<file path="src/rtl/cpu_pkg.sv">
// Shared definitions for the 8-bit accumulator CPU: ISA opcodes, instruction-cycle
// phases and the widths both are carried on.
package cpu_pkg;

    localparam int OPC_W   = 3;
    localparam int PHASE_W = 3;

    typedef enum logic [OPC_W-1:0] {
        HLT = 3'd0,
        SKZ = 3'd1,
        ADD = 3'd2,
        AND = 3'd3,
        XOR = 3'd4,
        LDA = 3'd5,
        STO = 3'd6,
        JMP = 3'd7
    } opcode_e;

    typedef enum logic [PHASE_W-1:0] {
        INST_ADDR  = 3'd0,
        INST_FETCH = 3'd1,
        INST_LOAD  = 3'd2,
        IDLE       = 3'd3,
        OP_ADDR    = 3'd4,
        OP_FETCH   = 3'd5,
        ALU_OP     = 3'd6,
        STORE      = 3'd7
    } phase_e;

    // Instructions that read a memory operand and write the result into the accumulator.
    function automatic logic is_aluop(input opcode_e op);
        return (op == ADD) || (op == AND) || (op == XOR) || (op == LDA);
    endfunction

endpackage

</file>
<file path="src/rtl/cpu_controller.sv">
// Sequencing controller: an 8-phase instruction cycle with a sticky halt, and
// datapath strobes decoded combinationally from the current phase and opcode.
module cpu_controller
    import cpu_pkg::*;
(
    input  logic               clk,
    input  logic               rst_n,
    input  logic [OPC_W-1:0]   opcode,
    input  logic               zero,
    output logic               sel,
    output logic               rd,
    output logic               ld_ir,
    output logic               inc_pc,
    output logic               ld_pc,
    output logic               ld_ac,
    output logic               wr,
    output logic               data_e,
    output logic               halt,
    output logic [PHASE_W-1:0] phase
);

    phase_e             phase_q, phase_d;
    logic               halted_q, halted_d;
    logic [PHASE_W-1:0] phase_inc;
    opcode_e            op;
    logic               alu_op;

    assign op        = opcode_e'(opcode);
    assign alu_op    = is_aluop(op);
    assign phase_inc = phase_q + 3'd1;
    assign phase     = phase_q;

    // A HLT in OP_ADDR latches halted and parks the counter there until reset.
    always_comb begin
        phase_d  = phase_q;
        halted_d = halted_q;
        if (!halted_q) begin
            if (phase_q == OP_ADDR && op == HLT) begin
                halted_d = 1'b1;
            end else begin
                phase_d = phase_e'(phase_inc);
            end
        end
    end

    always_ff @(posedge clk or negedge rst_n) begin
        if (!rst_n) begin
            phase_q  <= INST_ADDR;
            halted_q <= 1'b0;
        end else begin
            phase_q  <= phase_d;
            halted_q <= halted_d;
        end
    end

    always_comb begin
        sel    = 1'b0;
        rd     = 1'b0;
        ld_ir  = 1'b0;
        inc_pc = 1'b0;
        ld_pc  = 1'b0;
        ld_ac  = 1'b0;
        wr     = 1'b0;
        data_e = 1'b0;
        halt   = 1'b0;
        if (halted_q) begin
            halt = 1'b1;
        end else begin
            case (phase_q)
                INST_ADDR: begin
                    sel = 1'b1;
                end
                INST_FETCH: begin
                    sel = 1'b1;
                    rd  = 1'b1;
                end
                INST_LOAD, IDLE: begin
                    sel   = 1'b1;
                    rd    = 1'b1;
                    ld_ir = 1'b1;
                end
                OP_ADDR: begin
                    if (op == HLT) begin
                        halt = 1'b1;
                    end else begin
                        inc_pc = 1'b1;
                    end
                end
                OP_FETCH: begin
                    rd = alu_op;
                end
                // zero only matters here: SKZ skips the next word by bumping the PC again.
                ALU_OP: begin
                    rd     = alu_op;
                    inc_pc = (op == SKZ) && zero;
                    ld_pc  = (op == JMP);
                    data_e = (op == STO);
                end
                STORE: begin
                    rd     = alu_op;
                    ld_ac  = alu_op;
                    ld_pc  = (op == JMP);
                    wr     = (op == STO);
                    data_e = (op == STO);
                end
                default: begin
                end
            endcase
        end
    end

endmodule
</file>
<file path="config.mk">
export PLATFORM = sky130hd
export DESIGN_NAME = cpu_controller
export DESIGN_NICKNAME = d
export VERILOG_FILES = /design/src/rtl/cpu_pkg.sv /design/src/rtl/cpu_controller.sv
export SDC_FILE = /design/constraint.sdc
export NUM_CORES = 1
export LEC_CHECK = 0
export ABC_CLOCK_PERIOD_IN_PS = 1500
export BUFFER_PORTS_ARGS = -buffer_cell sky130_fd_sc_hd__buf_2
export CORE_AREA = 2 2 39 41
export CTS_CLUSTER_DIAMETER = 150
export DETAILED_ROUTE_END_ITERATION = 10
export DIE_AREA = 0 0 41 43
export PLACE_DENSITY = 0.55
export SYNTH_ARGS = -nofsm -noshare
export SYNTH_HDL_FRONTEND = slang
export SYNTH_SLANG_ARGS = --single-unit
</file>
<file path="constraint.sdc">
create_clock -name clk -period 1.5 [get_ports clk]
set_input_delay 0.375 -clock clk [delete_from_list [all_inputs] [get_ports clk]]
set_output_delay 0.375 -clock clk [all_outputs]
set_load 0.02 [all_outputs]
</file>
==> results.sh <==
export IMPL_status="complete, but fails checks"
export IMPL_violations="setup timing"
export IMPL_synth_top_family_by_area="simple AND/OR/NAND/NOR gates"
export IMPL_tightest_slew_ps=307.9
export IMPL_cellLeakagePower_uw=0.0003641
export IMPL_path_delay_family="adder cells"
export IMPL_grt_overflow=0
export IMPL_chipHeight_um=43
export IMPL_cts_root_buf="clkbuf_4"
export IMPL_postSynthAreaPerCell_sq_um=8.818
export IMPL_viasPerCell=4.608
export IMPL_num_io_pins=18
export IMPL_reg2reg_from="phase[0]$_DFFE_PN0P_"
export IMPL_clk_pin_slew_ps=40
export IMPL_slew_limit_headroom=0.7936
export IMPL_worstSetupStartpoint="phase[1]$_DFFE_PN0P_"
export IMPL_grt_pass1_vias=490
export IMPL_p_per_area_nw_per_um2=2157
export IMPL_crit_path_end="rd"
export IMPL_setup_viol=10
export IMPL_worst_path_largest_cell_delay_ps=410
export IMPL_routed_wl_mm=1.097
export IMPL_ff2ff_path_depth=7
export IMPL_total_power_uw=1792
export IMPL_cts_buffers=3
export IMPL_first_pass_iters=4
export IMPL_drv_cap=0
export IMPL_final_hold_violation_count=0
export IMPL_synth_mux_area_frac=0.04054
export IMPL_ant_nets=0
export IMPL_num_rows=14
export IMPL_critical_path_buf_inv_count=1
export IMPL_synth_simple_area_share=0.2534
export IMPL_synthCells=42
export IMPL_setup_slack_ps=-440.7
export IMPL_rsz0062_at_grt="yes"
export IMPL_grt_max_degree=6
export IMPL_cts_sinks=4
export IMPL_fin_nets=94
export IMPL_portBuffers=17
export IMPL_synth_compound_area_share=0.1351
export IMPL_dpl_hpwl_um=773.5
export IMPL_cp_depth=5
export IMPL_ys_seq_area_frac=0.2703
export IMPL_worst_path_max_fanout=4
export IMPL_fin_setup_tns_ps=-3437
export IMPL_netlist_area_sq_um=370.4
export IMPL_arrival_ps=1570
export IMPL_endpoint_kind="primary output"
export IMPL_reg2reg_slack_ps=-110
export IMPL_stdcell_area_sq_um=830.8
export IMPL_slew_viol_final=0
export IMPL_clock_path_buffers=2
export IMPL_grt_pass1_wl_mm=1.932
export IMPL_start_util=0.2676
export IMPL_path_common_cell="ha_2"
export IMPL_dieArea_sq_um=1763
export IMPL_wire_per_inst_um=11.31
export IMPL_antenna_found_initial=0
export IMPL_yosys_warnings=0
export IMPL_synth_ff_latch_count=4
export IMPL_grt_usage=0.1616
export IMPL_hp_class="in2async"
export IMPL_min_period_ps=1941
export IMPL_vias=447
export IMPL_cts_htree_levels=1
export IMPL_insertion_delay_ps=230
export IMPL_area_growth_synth_to_final_pct=124.3
export IMPL_synthXorXnorAreaFrac=0.04730
export IMPL_ys_types=22
export IMPL_place_area_sq_um=683.2
export IMPL_fmax_mhz=515.3
export IMPL_first_iter_violations=5
export IMPL_final_layout_size_suffix_gt1_frac=0.8395
export IMPL_cpMaxStageDelayCell="dfrtp_2"
export IMPL_fp_coreArea_sq_um=1384
export IMPL_cts_tree="yes"
export IMPL_n_fill_cell=124
export IMPL_worstReg2RegEnd="phase[1]$_DFFE_PN0P_"
export IMPL_fp_dieW_um=41
export IMPL_min_period_over_period=1.294
export IMPL_critPathLaunchType="flip-flop"
export IMPL_diodes=0
export IMPL_synthAdderAreaFrac=0.2027
export IMPL_worstSetupPathType="reg2out"
export IMPL_drcViolationCount=0
export IMPL_cp_required_ps=1120
export IMPL_routabilityCongestion=0.7191
export IMPL_finClkSkew_ps=4.467
export IMPL_peakVddDrop_mv=1.131
export IMPL_path_cells="ha_2, ha_2, nor3_2, o32ai_2, buf_4"
export IMPL_synth_nets=54
sequential cells by signal, summed over array words and instances, names as in the netlist:
signal    cells
halted_q      1
phase         3
placed cells by master, fill, tap and decap left out, types with 2 or more instances in the layout:
master    instances
ha_4              2
a21oi_2           2
ha_2              4
dfrtp_2           3
nand2_1           2
nor3_2            2
nor3_4            2
nor2_2            2
buf_4            21
clkbuf_4          3
or3_1             2
buf_2            10
buf_6             4
inv_2             4
xnor2_1           2
layer usage:
metal / track usage / wire, um
met1: 0.1869 / 487
met2: 0.2625 / 567
met3: 0.03665 / 42
met4: 0.08000 / 0
met5: 0 / 0
how the worst min path moves through the flow:
| stage | startpoint | depth (start not counted) | endpoint |
|---|---|---|---|
| after global placement | rst_n | 1 | halted_q$_DFF_PN0_ |
| after detailed placement | rst_n | 1 | halted_q$_DFF_PN0_ |
| final | rst_n | 2 | phase[1]$_DFFE_PN0P_ |
| after floorplan | rst_n | 0 | halted_q$_DFF_PN0_ |
| after CTS | rst_n | 2 | phase[1]$_DFFE_PN0P_ |
| after global routing | rst_n | 2 | phase[0]$_DFFE_PN0P_ |
cell families (layout without fill, tap and decap cells):
group | count (synthesis) | after routing
AOI/OAI and AO/OA | 7 | 7
and+or+nand+nor | 17 | 17
adders and majority gates | 6 | 6
buffers and inverters | 5 | 44
DFF | 4 | 4
xor gates and xnor gates | 2 | 2
muxes | 1 | 1
what timing repair did:
| item | CTS | global route |
|---|---|---|
| hold endpoints to repair | 4 | 0 |
| hold buffers | 1 | 0 |
| endpoints found under the setup margin | 9 | 11 |
| buffers inserted | 2 | 0 |
| gates resized for setup | 23 | 1 |
| pin swaps | 3 | 1 |
synth_stat cells (all sizes together):
| cell | number | area [sq um] |
|---|---|---|
| a21oi | 3 | 15.01 |
| a31oi | 2 | 18.77 |
| clkbuf | 1 | 3.750 |
| dfrtp | 4 | 100.1 |
| ha | 6 | 75.07 |
| inv | 4 | 15.01 |
| mux2 | 1 | 15.01 |
| nand2 | 2 | 7.510 |
| nand2b | 1 | 6.260 |
| nand3 | 1 | 5.000 |
| nor2 | 4 | 15.01 |
| nor3 | 4 | 25.02 |
| nor3b | 1 | 7.510 |
| nor4 | 1 | 6.260 |
| nor4b | 1 | 8.760 |
| o211ai | 1 | 7.510 |
| o32ai | 1 | 8.760 |
| or3 | 2 | 12.51 |
| xnor2 | 2 | 17.52 |
power breakdown:
part	switching [uW]	internal, uW	total (uW)	leakage, uW
clock	45.5	99.9	145	0.0000150
sequential	85.4	177	262	0.0000437
combinational	694	691	1380	0.000305
stage by stage:
stage | hold slack, ps | util | setup slack, ps | instances
after floorplan | 79.41 | - | -188.3 | 42
after global placement | 181.6 | 0.4937 | -226.6 | 90
after detailed placement | 180.9 | 0.4937 | -216.9 | 90
after CTS | 467.4 | 0.5986 | -437.3 | 97
after global routing | 489.7 | 0.6004 | -536.7 | 97
final | 483.9 | 0.6004 | -440.7 | 97
cell type report:
cell class,count,area (sq um),area share
multi-input combinational,33,402.9,0.4849
sequential,4,103.9,0.1250
clock buffer,4,26.28,0.03163
timing repair buffer,36,262.8,0.3163
inverter,4,15.01,0.01807
tap,16,20.02,0.02410
Power figures use the tool's default switching activity.
